File: src/rtl/ariane_pkg.sv
// ariane_pkg: shared types and default sizing for the store translation queue.
// Holds the queue entry record, the atomic-operation encoding and the default
// parameter values used by st_xlate_queue and its interface.
package ariane_pkg;

    localparam int unsigned XQ_DEPTH   = 4;
    localparam int unsigned XQ_DATA_W  = 64;
    localparam int unsigned XQ_VADDR_W = 64;
    localparam int unsigned XQ_PADDR_W = 56;
    localparam int unsigned XQ_TID_W   = 3;
    localparam int unsigned XQ_BE_W    = XQ_DATA_W / 8;

    // Atomic memory operation encoding carried alongside each entry
    typedef enum logic [3:0] {
        AMO_NONE = 4'h0,
        AMO_LR   = 4'h1,
        AMO_SC   = 4'h2,
        AMO_SWAP = 4'h3,
        AMO_ADD  = 4'h4,
        AMO_AND  = 4'h5,
        AMO_OR   = 4'h6,
        AMO_XOR  = 4'h7,
        AMO_MAX  = 4'h8,
        AMO_MAXU = 4'h9,
        AMO_MIN  = 4'hA,
        AMO_MINU = 4'hB
    } amo_t;

    // One pending store; field widths follow the default sizing above.
    // Payload is captured at enqueue, paddr/ex are filled in on a TLB hit.
    typedef struct packed {
        logic [XQ_VADDR_W-1:0] vaddr;
        logic [XQ_PADDR_W-1:0] paddr;
        logic [XQ_DATA_W-1:0]  data;
        logic [XQ_BE_W-1:0]    be;
        logic [1:0]            size;
        logic [XQ_TID_W-1:0]   trans_id;
        logic                  ex;
        logic                  is_amo;
        amo_t                  amo_op;
    } st_entry_t;

endpackage

File: src/rtl/st_xlate_queue_if.sv
// st_xlate_queue_if: enqueue, MMU, store-buffer and writeback signal bundle.
// The atomics port (is_amo_i/amo_op_i/amo_valid_o/amo_ready_i/amo_op_o) exists
// only when ST_XLATE_QUEUE_AMO_EN is defined.
// slave = queue side, master = surrounding pipeline side.
interface st_xlate_queue_if
    import ariane_pkg::*;
#(
    parameter int unsigned DEPTH   = XQ_DEPTH,
    parameter int unsigned DATA_W  = XQ_DATA_W,
    parameter int unsigned VADDR_W = XQ_VADDR_W,
    parameter int unsigned PADDR_W = XQ_PADDR_W,
    parameter int unsigned TID_W   = XQ_TID_W
);
    localparam int unsigned BE_W  = DATA_W / 8;
    localparam int unsigned CNT_W = $clog2(DEPTH) + 1;

    logic               flush_i;
    logic               valid_i;
    logic               ready_o;
    logic [VADDR_W-1:0] vaddr_i;
    logic [DATA_W-1:0]  data_i;
    logic [BE_W-1:0]    be_i;
    logic [1:0]         size_i;
    logic [TID_W-1:0]   trans_id_i;

    logic               translation_req_o;
    logic [VADDR_W-1:0] vaddr_o;
    logic               dtlb_hit_i;
    logic [PADDR_W-1:0] paddr_i;
    logic               ex_valid_i;

    logic               sb_valid_o;
    logic               sb_ready_i;
    logic [PADDR_W-1:0] sb_paddr_o;
    logic [DATA_W-1:0]  sb_data_o;
    logic [BE_W-1:0]    sb_be_o;
    logic [1:0]         sb_size_o;

    logic               wb_valid_o;
    logic [TID_W-1:0]   wb_trans_id_o;
    logic               wb_ex_o;

    logic [CNT_W-1:0]   count_o;
    logic               empty_o;

`ifdef ST_XLATE_QUEUE_AMO_EN
    logic               is_amo_i;
    logic [3:0]         amo_op_i;
    logic               amo_valid_o;
    logic               amo_ready_i;
    logic [3:0]         amo_op_o;
`endif

    modport slave (
`ifdef ST_XLATE_QUEUE_AMO_EN
        input  is_amo_i, amo_op_i, amo_ready_i,
        output amo_valid_o, amo_op_o,
`endif
        input  flush_i, valid_i, vaddr_i, data_i, be_i, size_i, trans_id_i,
        input  dtlb_hit_i, paddr_i, ex_valid_i, sb_ready_i,
        output ready_o, translation_req_o, vaddr_o,
        output sb_valid_o, sb_paddr_o, sb_data_o, sb_be_o, sb_size_o,
        output wb_valid_o, wb_trans_id_o, wb_ex_o, count_o, empty_o
    );

    modport master (
`ifdef ST_XLATE_QUEUE_AMO_EN
        output is_amo_i, amo_op_i, amo_ready_i,
        input  amo_valid_o, amo_op_o,
`endif
        output flush_i, valid_i, vaddr_i, data_i, be_i, size_i, trans_id_i,
        output dtlb_hit_i, paddr_i, ex_valid_i, sb_ready_i,
        input  ready_o, translation_req_o, vaddr_o,
        input  sb_valid_o, sb_paddr_o, sb_data_o, sb_be_o, sb_size_o,
        input  wb_valid_o, wb_trans_id_o, wb_ex_o, count_o, empty_o
    );

endinterface

File: src/rtl/st_xq_align.sv
// st_xq_align: combinational byte realigner used at enqueue.
// Moves store data and byte enables up to the byte lane selected by the low
// address bits; atomic entries pass through unshifted.
module st_xq_align #(
    parameter int unsigned DATA_W = 64,
    parameter int unsigned BE_W   = DATA_W / 8,
    parameter int unsigned OFF_W  = (BE_W > 1) ? $clog2(BE_W) : 1
) (
    input  logic [DATA_W-1:0] data_i,
    input  logic [BE_W-1:0]   be_i,
    input  logic [OFF_W-1:0]  offset_i,
    input  logic              is_amo_i,
    output logic [DATA_W-1:0] data_o,
    output logic [BE_W-1:0]   be_o
);

    // Byte-lane shift: data moves by offset*8 bits, enables by offset
    always_comb begin
        data_o = data_i;
        be_o   = be_i;
        if (is_amo_i) begin
            data_o = data_i;
            be_o   = be_i;
        end else begin
            data_o = data_i << {offset_i, 3'b000};
            be_o   = be_i << offset_i;
        end
    end

endmodule

File: src/rtl/st_xlate_queue.sv
// st_xlate_queue: in-order store queue sitting between issue and the store buffer.
// Entries are enqueued with their virtual address, translated in order through
// the DTLB port, then pushed to the store buffer (or retired with an exception)
// from the head. Three pointers (enq, xlate, issue) walk one circular array.
// Optional feature macro: ST_XLATE_QUEUE_AMO_EN adds an atomics issue port.
module st_xlate_queue
    import ariane_pkg::*;
#(
    parameter int unsigned DEPTH   = XQ_DEPTH,
    parameter int unsigned DATA_W  = XQ_DATA_W,
    parameter int unsigned VADDR_W = XQ_VADDR_W,
    parameter int unsigned PADDR_W = XQ_PADDR_W,
    parameter int unsigned TID_W   = XQ_TID_W
) (
    input logic             clk_i,
    input logic             rst_i,
    st_xlate_queue_if.slave q
);

    localparam int unsigned BE_W  = DATA_W / 8;
    localparam int unsigned OFF_W = (BE_W > 1) ? $clog2(BE_W) : 1;
    localparam int unsigned PTR_W = $clog2(DEPTH);
    localparam int unsigned CNT_W = PTR_W + 1;

    // Storage and queue state
    st_entry_t          mem_r [DEPTH];
    logic [DEPTH-1:0]   valid_r;
    logic [DEPTH-1:0]   xlated_r;
    logic [PTR_W-1:0]   enq_ptr_r;
    logic [PTR_W-1:0]   xlate_ptr_r;
    logic [PTR_W-1:0]   issue_ptr_r;
    logic [CNT_W-1:0]   count_r;

    // Per-cycle decisions
    logic               kill_s;
    logic               ready_s;
    logic               enq_s;
    logic               treq_s;
    logic               xlate_s;
    logic               head_rdy_s;
    logic               head_ex_s;
    logic               head_amo_s;
    logic               sb_valid_s;
    logic               amo_valid_s;
    logic               amo_ready_s;
    logic               ex_pop_s;
    logic               pop_s;
    logic               amo_queued_s;
    logic               is_amo_in_s;
    amo_t               amo_op_in_s;
    st_entry_t          new_e_s;
    logic [DATA_W-1:0]  al_data_s;
    logic [BE_W-1:0]    al_be_s;

`ifdef ST_XLATE_QUEUE_AMO_EN
    assign is_amo_in_s = q.is_amo_i;
    assign amo_op_in_s = amo_t'(q.amo_op_i);
    assign amo_ready_s = q.amo_ready_i;

    // Enqueue is held off for as long as any atomic is still in the queue
    always_comb begin
        amo_queued_s = 1'b0;
        for (int i = 0; i < DEPTH; i++) begin
            amo_queued_s = amo_queued_s | (valid_r[i] & mem_r[i].is_amo);
        end
    end

    assign q.amo_valid_o = amo_valid_s;
    assign q.amo_op_o    = mem_r[issue_ptr_r].amo_op;
`else
    logic unused_amo_s;

    assign is_amo_in_s  = 1'b0;
    assign amo_op_in_s  = AMO_NONE;
    assign amo_ready_s  = 1'b0;
    assign amo_queued_s = 1'b0;
    assign unused_amo_s = ^mem_r[issue_ptr_r].amo_op;
`endif

    st_xq_align #(
        .DATA_W (DATA_W),
        .BE_W   (BE_W),
        .OFF_W  (OFF_W)
    ) u_align (
        .data_i   (q.data_i),
        .be_i     (q.be_i),
        .offset_i (q.vaddr_i[OFF_W-1:0]),
        .is_amo_i (is_amo_in_s),
        .data_o   (al_data_s),
        .be_o     (al_be_s)
    );

    // Handshake decisions; flush and reset kill every event in their cycle
    always_comb begin
        kill_s      = rst_i | q.flush_i;
        ready_s     = (count_r < CNT_W'(DEPTH)) && !amo_queued_s;
        enq_s       = q.valid_i && ready_s && !kill_s;

        // The xlate slot needs translation when it holds an entry not yet translated;
        // this also covers the full queue where xlate == enq
        treq_s      = valid_r[xlate_ptr_r] && !xlated_r[xlate_ptr_r];
        xlate_s     = treq_s && q.dtlb_hit_i && !kill_s;

        head_rdy_s  = valid_r[issue_ptr_r] && xlated_r[issue_ptr_r];
        head_ex_s   = mem_r[issue_ptr_r].ex;
        head_amo_s  = mem_r[issue_ptr_r].is_amo;

        sb_valid_s  = head_rdy_s && !head_ex_s && !head_amo_s && !kill_s;
        amo_valid_s = head_rdy_s && !head_ex_s && head_amo_s && !kill_s;
        ex_pop_s    = head_rdy_s && head_ex_s && !kill_s;
        pop_s       = (sb_valid_s && q.sb_ready_i) || (amo_valid_s && amo_ready_s) || ex_pop_s;
    end

    // Record captured on enqueue; paddr/ex are written later by the TLB hit
    always_comb begin
        new_e_s          = '0;
        new_e_s.vaddr    = XQ_VADDR_W'(q.vaddr_i);
        new_e_s.data     = XQ_DATA_W'(al_data_s);
        new_e_s.be       = XQ_BE_W'(al_be_s);
        new_e_s.size     = q.size_i;
        new_e_s.trans_id = XQ_TID_W'(q.trans_id_i);
        new_e_s.is_amo   = is_amo_in_s;
        new_e_s.amo_op   = amo_op_in_s;
    end

    // Pointers, occupancy and per-entry flags; flush and reset both empty the queue
    always_ff @(posedge clk_i) begin
        if (rst_i || q.flush_i) begin
            enq_ptr_r   <= PTR_W'(0);
            xlate_ptr_r <= PTR_W'(0);
            issue_ptr_r <= PTR_W'(0);
            count_r     <= CNT_W'(0);
            valid_r     <= {DEPTH{1'b0}};
            xlated_r    <= {DEPTH{1'b0}};
        end else begin
            if (enq_s) begin
                valid_r[enq_ptr_r]  <= 1'b1;
                xlated_r[enq_ptr_r] <= 1'b0;
                enq_ptr_r           <= enq_ptr_r + PTR_W'(1);
            end
            if (xlate_s) begin
                xlated_r[xlate_ptr_r] <= 1'b1;
                xlate_ptr_r           <= xlate_ptr_r + PTR_W'(1);
            end
            if (pop_s) begin
                valid_r[issue_ptr_r]  <= 1'b0;
                xlated_r[issue_ptr_r] <= 1'b0;
                issue_ptr_r           <= issue_ptr_r + PTR_W'(1);
            end
            count_r <= count_r + CNT_W'(enq_s) - CNT_W'(pop_s);
        end
    end

    // Entry payload: written on enqueue, translation result written on a hit
    always_ff @(posedge clk_i) begin
        if (enq_s) begin
            mem_r[enq_ptr_r] <= new_e_s;
        end
        if (xlate_s) begin
            mem_r[xlate_ptr_r].paddr <= XQ_PADDR_W'(q.paddr_i);
            mem_r[xlate_ptr_r].ex    <= q.ex_valid_i;
        end
    end

    assign q.ready_o           = ready_s;
    assign q.translation_req_o = treq_s;
    assign q.vaddr_o           = VADDR_W'(mem_r[xlate_ptr_r].vaddr);

    assign q.sb_valid_o        = sb_valid_s;
    assign q.sb_paddr_o        = PADDR_W'(mem_r[issue_ptr_r].paddr);
    assign q.sb_data_o         = DATA_W'(mem_r[issue_ptr_r].data);
    assign q.sb_be_o           = BE_W'(mem_r[issue_ptr_r].be);
    assign q.sb_size_o         = mem_r[issue_ptr_r].size;

    assign q.wb_valid_o        = pop_s;
    assign q.wb_trans_id_o     = TID_W'(mem_r[issue_ptr_r].trans_id);
    assign q.wb_ex_o           = ex_pop_s;

    assign q.count_o           = count_r;
    assign q.empty_o           = (count_r == CNT_W'(0));

endmodule

File: src/flat_wrapper.sv
// flat-port wrapper written by rule: the top's interface ports become plain ports
module st_xlate_queue_flat import ariane_pkg::*;
#(
    parameter int unsigned DEPTH   = XQ_DEPTH,
    parameter int unsigned DATA_W  = XQ_DATA_W,
    parameter int unsigned VADDR_W = XQ_VADDR_W,
    parameter int unsigned PADDR_W = XQ_PADDR_W,
    parameter int unsigned TID_W   = XQ_TID_W
)
  (clk_i, rst_i, q_flush_i, q_valid_i, q_vaddr_i, q_data_i, q_be_i, q_size_i, q_trans_id_i, q_dtlb_hit_i, q_paddr_i, q_ex_valid_i, q_sb_ready_i, q_ready_o, q_translation_req_o, q_vaddr_o, q_sb_valid_o, q_sb_paddr_o, q_sb_data_o, q_sb_be_o, q_sb_size_o, q_wb_valid_o, q_wb_trans_id_o, q_wb_ex_o, q_count_o, q_empty_o);
  st_xlate_queue_if #(.DEPTH(DEPTH), .DATA_W(DATA_W), .VADDR_W(VADDR_W), .PADDR_W(PADDR_W), .TID_W(TID_W)) q_i ();
  input logic clk_i;
  input logic rst_i;
  input wire logic [$bits(q_i.flush_i)-1:0] q_flush_i;
  input wire logic [$bits(q_i.valid_i)-1:0] q_valid_i;
  input wire logic [$bits(q_i.vaddr_i)-1:0] q_vaddr_i;
  input wire logic [$bits(q_i.data_i)-1:0] q_data_i;
  input wire logic [$bits(q_i.be_i)-1:0] q_be_i;
  input wire logic [$bits(q_i.size_i)-1:0] q_size_i;
  input wire logic [$bits(q_i.trans_id_i)-1:0] q_trans_id_i;
  input wire logic [$bits(q_i.dtlb_hit_i)-1:0] q_dtlb_hit_i;
  input wire logic [$bits(q_i.paddr_i)-1:0] q_paddr_i;
  input wire logic [$bits(q_i.ex_valid_i)-1:0] q_ex_valid_i;
  input wire logic [$bits(q_i.sb_ready_i)-1:0] q_sb_ready_i;
  output wire logic [$bits(q_i.ready_o)-1:0] q_ready_o;
  output wire logic [$bits(q_i.translation_req_o)-1:0] q_translation_req_o;
  output wire logic [$bits(q_i.vaddr_o)-1:0] q_vaddr_o;
  output wire logic [$bits(q_i.sb_valid_o)-1:0] q_sb_valid_o;
  output wire logic [$bits(q_i.sb_paddr_o)-1:0] q_sb_paddr_o;
  output wire logic [$bits(q_i.sb_data_o)-1:0] q_sb_data_o;
  output wire logic [$bits(q_i.sb_be_o)-1:0] q_sb_be_o;
  output wire logic [$bits(q_i.sb_size_o)-1:0] q_sb_size_o;
  output wire logic [$bits(q_i.wb_valid_o)-1:0] q_wb_valid_o;
  output wire logic [$bits(q_i.wb_trans_id_o)-1:0] q_wb_trans_id_o;
  output wire logic [$bits(q_i.wb_ex_o)-1:0] q_wb_ex_o;
  output wire logic [$bits(q_i.count_o)-1:0] q_count_o;
  output wire logic [$bits(q_i.empty_o)-1:0] q_empty_o;
  assign q_i.flush_i = q_flush_i;
  assign q_i.valid_i = q_valid_i;
  assign q_i.vaddr_i = q_vaddr_i;
  assign q_i.data_i = q_data_i;
  assign q_i.be_i = q_be_i;
  assign q_i.size_i = q_size_i;
  assign q_i.trans_id_i = q_trans_id_i;
  assign q_i.dtlb_hit_i = q_dtlb_hit_i;
  assign q_i.paddr_i = q_paddr_i;
  assign q_i.ex_valid_i = q_ex_valid_i;
  assign q_i.sb_ready_i = q_sb_ready_i;
  assign q_ready_o = q_i.ready_o;
  assign q_translation_req_o = q_i.translation_req_o;
  assign q_vaddr_o = q_i.vaddr_o;
  assign q_sb_valid_o = q_i.sb_valid_o;
  assign q_sb_paddr_o = q_i.sb_paddr_o;
  assign q_sb_data_o = q_i.sb_data_o;
  assign q_sb_be_o = q_i.sb_be_o;
  assign q_sb_size_o = q_i.sb_size_o;
  assign q_wb_valid_o = q_i.wb_valid_o;
  assign q_wb_trans_id_o = q_i.wb_trans_id_o;
  assign q_wb_ex_o = q_i.wb_ex_o;
  assign q_count_o = q_i.count_o;
  assign q_empty_o = q_i.empty_o;
  st_xlate_queue #(.DEPTH(DEPTH), .DATA_W(DATA_W), .VADDR_W(VADDR_W), .PADDR_W(PADDR_W), .TID_W(TID_W)) u_core (.clk_i(clk_i), .rst_i(rst_i), .q(q_i));
endmodule
File: config.mk
export PLATFORM = sky130hd
export DESIGN_NAME = st_xlate_queue_flat
export DESIGN_NICKNAME = d
export VERILOG_FILES = /design/src/rtl/ariane_pkg.sv /design/src/rtl/st_xlate_queue_if.sv /design/src/rtl/st_xq_align.sv /design/src/rtl/st_xlate_queue.sv /design/src/flat_wrapper.sv
export SDC_FILE = /design/constraint.sdc
export NUM_CORES = 1
export LEC_CHECK = 0
export ABC_AREA = 1
export CORE_ASPECT_RATIO = 1.25
export CORE_MARGIN = 4
export CORE_UTILIZATION = 50
export CTS_BUF_LIST = sky130_fd_sc_hd__clkbuf_4
export CTS_CLUSTER_SIZE = 25
export DETAILED_ROUTE_END_ITERATION = 8
export HOLD_SLACK_MARGIN = 0.05
export PLACE_DENSITY = 0.73
export REMOVE_ABC_BUFFERS = 1
export SYNTH_ARGS = -nofsm -noshare
export SYNTH_HDL_FRONTEND = slang
export SYNTH_SLANG_ARGS = --single-unit
export TNS_END_PERCENT = 30
File: constraint.sdc
create_clock -name clk_i -period 27 [get_ports clk_i]
set_clock_uncertainty 0.1 [all_clocks]
set_input_delay 2.7 -clock clk_i [delete_from_list [all_inputs] [get_ports clk_i]]
set_output_delay 2.7 -clock clk_i [all_outputs]
set_load 0.03 [all_outputs]
==> results.toml, run 1 <==
[outcome]
status = "finished clean"

[grt]
grt_pass1_wl_um = 133000
grt.overflow.total = 0
grt_use_total = 0.241
grt_max_degree = 143
antenna_found_initial = 13
grt_pass1_vias = 24400

[placed_design]
dp_cells = 3875
numPortBuffers = 409
placed_cell_area_um2 = 37900
gp_congestion = 0.812
dp_hpwl_um = 50100

[synth]
syn-cell-area_um2 = 33200
yosys_warnings = 0
ys_ff_latch = 813
syn_avg_cell_area_um2 = 12.0
syn-instance-count = 2778
ys_types = 27
ys_seq_area_frac = 0.728

[critical_path]
crit_chain = "clkdlybuf4s50_1 > nor2_4 > inv_1 > nor2_1 > nand2_2 > inv_1 > clkdlybuf4s50_1"
critical_path_class = "input port to output port"
critical-path-top-delay-family = "buffers and inverters"
startpoint = "q_flush_i"
cp.arrival_ns = 5.11
start_kind = "input port"
max_stage_delay_ns = 0.73
cp.required_ns = 24.20
crit_slowest_cell = "clkdlybuf4s50_1"
worst-path-buf-inv = 4
r2r_setup_slack_ns = 22.58
endpoint_kind = "output port"
worst-path-max-fanout = 17

[clock_tree]
cts_buffers = 191
holdBufCountCts = 0
insertion_delay_ns = 0.99
clk_path_buf_depth = 3
clk_pin_slew_ns = 0.07
cts_tree = "yes"
htree_levels = 4
cts.sink_count = 813
post-cts-setup-buffers = 0
cts_resized = 0
cts-root-buf = "clkbuf_4"

[power_and_ir_drop]
switching_share = 0.229
p_clk_frac = 0.391
power_frac_comb = 0.060
leakage_nw = 14.6
p_sw_w = 0.000585
seqPwrFrac = 0.549
powerDensity_nw_per_um2 = 63.1
p_int_w = 0.00197
peakVddDrop_uv = 34.1

[timing]
drv_slew = 0
period_share = 0.293
hold_ws_ns = 0.402
final_hold_viol_count = 0
worst_pin_slew_ns = 1.22
clock.fmax_ghz = 0.126
rsz0062_at_grt = "no"
fin_setup_tns_ns = 0
relSlewSlack = 0.184
setup_viol = 0
min_period_ns = 7.91

[layout]
fin_cells = 4227
drive_above_1_share = 0.107
area_growth_pct = 21.6
final_common_cell = "edfxtp_1"
mostFrequentLayoutCells = "edfxtp_1, nor2_1, o21ai_0"
layout.nets = 3431
fin_area_um2 = 40400

[routing]
drtIter0Drc = 2043
ant_nets = 0
drc_errors = 0
dr_total_vias = 24000
routed_wl_um = 88400
dr.pass1.iters = 7
viasPerCell = 5.68
wl_per_cell_um = 20.9

[job]
maxCapViolCount = 0

[floorplan]
core_area_um2 = 65800
floorplan.rows = 105
initial_utilization = 0.505
die-width_um = 239
fp.dieArea_um2 = 70700
ios = 410
die_y_um = 296

[worst_hold_path]
hp-start = "u_core.xlated_r[3]"
hold_path.class = "register to register"
power by group through the flow:
stage	Combinational, W	Sequential [W]	Clock (W)
after floorplan	0.0000675	0.00143	0
after global placement	0.000149	0.00143	0
after detailed placement	0.000152	0.00143	0
after CTS	0.000153	0.00140	0.00102
after global routing	0.000164	0.00140	0.00109
final	0.000153	0.00140	0.000997
cells in the mapped netlist (all sizes together):
| master | number | share of area |
|---|---|---|
| edfxtp | 792 | 0.72 |
| nor2 | 691 | 0.079 |
| o21ai | 457 | 0.069 |
| o22ai | 197 | 0.037 |
| nand2 | 166 | 0.019 |
| clkbuf | 132 | 0.015 |
| inv | 102 | 0.012 |
| nand3 | 90 | 0.014 |
| buf | 61 | 0.0098 |
| mux2i | 25 | 0.0075 |
| dfxtp | 21 | 0.013 |
| a21oi | 16 | 0.0024 |
| ha | 14 | 0.0053 |
| a31oi | 7 | 0.0013 |
| clkinv | 2 | 0.00023 |
| o211ai | 2 | 0.00045 |
| fa | 1 | 0.00060 |
| nor3 | 1 | 0.00015 |
| xor2 | 1 | 0.00026 |
routing by layer:
layer	track usage	vias up	part of all wire	routed length, um
li1	-	11000	-	-
met1	0.289	11800	0.38	33300
met2	0.412	1064	0.50	44500
met3	0.0533	229	0.075	6610
met4	0.125	10	0.044	3880
met5	0	-	0.00079	70
final cells by class:
class	instances	area (um2)
Fill cell	5148	25400
Multi-Input combinational cell	1668	7940
Timing Repair Buffer	434	4280
Tap cell	856	1070
Sequential cell	813	24200
Antenna cell	9	22.5
Inverter	104	399
Clock buffer	285	2140
Clock inverter	58	374
per-stage QoR:
| stage | util | worst slack, ns | power, W |
|---|---|---|---|
| 6_report | 0.614 | 19.09 | 0.00255 |
| 5_1_grt | 0.614 | 18.89 | 0.00265 |
| 4_1_cts | 0.614 | 19.11 | 0.00258 |
| 3_5_place_dp | 0.576 | 19.12 | 0.00158 |
| 3_3_place_gp | 0.576 | 19.15 | 0.00158 |
| 2_1_floorplan | - | 15.40 | 0.00150 |
worst min-delay path, stage by stage, from the launching register on:
cell and delay, ns:
dfxtp_1 0.32, nand3_1 0.08, a21oi_1 0.06
logic make-up after synthesis:
| logic type | after synthesis | share of synthesized area |
|---|---|---|
| flip-flops | 813 | 0.728 |
| buffers and inverters | 297 | 0.0365 |
| XOR/XNOR | 1 | 0.000263 |
| multiplexers | 25 | 0.00753 |
| AND/OR/NAND/NOR | 948 | 0.112 |
| AO/OA/AOI/OAI | 679 | 0.110 |
| adder cells (fa/ha/maj) | 15 | 0.00587 |
worst paths after layout:
check	to	cells after the start
setup / recovery	q_wb_valid_o	7
hold / removal	u_core.xlated_r[3]	2
setup reg to reg	u_core.q.count_o[2]	16
hold reg to reg	u_core.xlated_r[3]	2
flip-flops by register name, summed over array words and instances (netlist names), named ones only:
name	cells
u_core.issue_ptr_r	2
u_core.mem_r	792
u_core.valid_r	4
u_core.xlated_r	4
u_core.xlate_ptr_r	2
u_core.q.count_o	3
u_core.enq_ptr_r	2
Note: power is estimated with default switching activity, not from simulation.
==> run 2, diff against run 1 <==
- clock period: 27 -> 7.3 ns (I/O delays scaled with it)
==> run 2 against run 1 <==
Effect of this change: first-iteration DRC count shrank 2.5%; critical endpoint is now q_sb_data_o[30]; combinational power grew to 3.8 times the previous value; count of clock-buffer cells in the layout shrank 29; cell count shrank 0.35%; register-to-register slack lost 19 ns; setup slack lost 17 ns; non-clock buffer count grew 1.
==> results.toml, run 2 (synthesis results as in run 1) <==
[placed_design]
placed_cell_area_um2 = 37900
numPortBuffers = 409
dp_hpwl_um = 50300
gp_congestion = 0.819

[grt]
grt_pass1_vias = 24300
antenna_found_initial = 4
grt.overflow.total = 0
grt_use_total = 0.243
grt_max_degree = 144
grt_pass1_wl_um = 133000

[critical_path]
cp.arrival_ns = 4.39
start_kind = "register"
worst-path-max-fanout = 143
critical_path_class = "register to output port"
endpoint_kind = "output port"
cp.required_ns = 6.47

[routing]
viasPerCell = 5.68
drtIter0Drc = 1992
dr_total_vias = 23900
dr.pass1.iters = 7
drc_errors = 0
ant_nets = 0
routed_wl_um = 88600
wl_per_cell_um = 21.0

[clock_tree]
clk_path_buf_depth = 3
clk_pin_slew_ns = 0.07
cts.sink_count = 813
cts-root-buf = "clkbuf_4"
cts_resized = 0
htree_levels = 4
holdBufCountCts = 0
cts_buffers = 190
cts_tree = "yes"
insertion_delay_ns = 0.98
post-cts-setup-buffers = 0

[floorplan]
fp.dieArea_um2 = 70700
floorplan.rows = 105
core_area_um2 = 65800
die-width_um = 239
initial_utilization = 0.505
die_y_um = 296
ios = 410

[layout]
drive_above_1_share = 0.101
area_growth_pct = 21.3
mostFrequentLayoutCells = "edfxtp_1, nor2_1, o21ai_0"
reg_top3 = "u_core.mem_r x792, u_core.valid_r x4, u_core.xlated_r x4"
fin_area_um2 = 40300
final_common_cell = "edfxtp_1"
layout.nets = 3431
largest-register = "u_core.mem_r"
largest_reg_flops = 792

[timing]
worst_pin_slew_ns = 1.17
setup_viol = 0
fin_setup_tns_ns = 0
period_share = 0.716
clock.fmax_ghz = 0.191
drv_slew = 0
min_period_ns = 5.22
relSlewSlack = 0.217
rsz0062_at_grt = "no"
final_hold_viol_count = 0

[power_and_ir_drop]
peakVddDrop_uv = 124
powerDensity_nw_per_um2 = 231
power_w = 0.00932
leakage_nw = 14.6

[job]
maxCapViolCount = 0

[outcome]
status = "finished clean"

[worst_hold_path]
hold_path.class = "input port to register"
[run 2: cell types whose count changed in the layout (fill, tap and decap cells not counted), sizes merged, moves of 2 or more]
cell,previous run,this run
clkbuf,285,256
bufinv,2,5
diode,9,7
clkinv,49,61
[run 2: path summary, 6_finish.rpt]
| path | from | end | slack, ns | cells after the start |
|---|---|---|---|---|
| worst min register to register | u_core.xlated_r[3] | u_core.xlated_r[3] | 0.41 | 2 |
| worst max-delay path | register | q_sb_data_o[30] | 2.08 | 5 |
| worst min-delay path | q_vaddr_i[49] | u_core.mem_r[2][183] | 0.26 | 1 |
| worst max register to register | register | u_core.q.count_o[2] | 3.33 | 14 |
[run 2: per-stage QoR]
stage	setup slack, ns	cells	hold WS [ns]	util
floorplan	-2.68	2585	0.376	-
global placement	2.84	3876	0.398	0.576
detailed placement	2.76	3876	0.408	0.576
CTS	1.96	4205	0.105	0.613
global route	1.79	4209	0.148	0.613
finish	2.08	4212	0.260	0.613
[run 2: area by class of cell]
type | instances | area, um2
sequential | 813 | 24200
clock inverter | 73 | 465
fill | 5111 | 25500
inverter | 104 | 399
timing repair buffer | 435 | 4320
tap | 856 | 1070
antenna | 7 | 17.5
multi-input combinational | 1668 | 7930
clock buffer | 256 | 1920
[run 2: where the power goes]
part           internal, W  switching (W)
logic             0.000223       0.000351
registers          0.00517      0.0000137
clock network      0.00182        0.00175
total              0.00721        0.00211
[run 2: critical path, cell delays in order, from the launching register on]
cell,delay [ns]
dfxtp_4,0.57
inv_6,0.83
buf_4,0.64
o21ai_0,0.19
o22ai_1,0.35
clkdlybuf4s50_1,0.75
[run 2: routing by layer]
layer,track usage,up-vias,wire length [um],share of wire
li1,-,11000,-,-
met1,0.294,11700,33200,0.37
met2,0.413,1075,44600,0.50
met3,0.0563,200,7260,0.082
met4,0.121,0,3580,0.040
met5,0,-,0,0
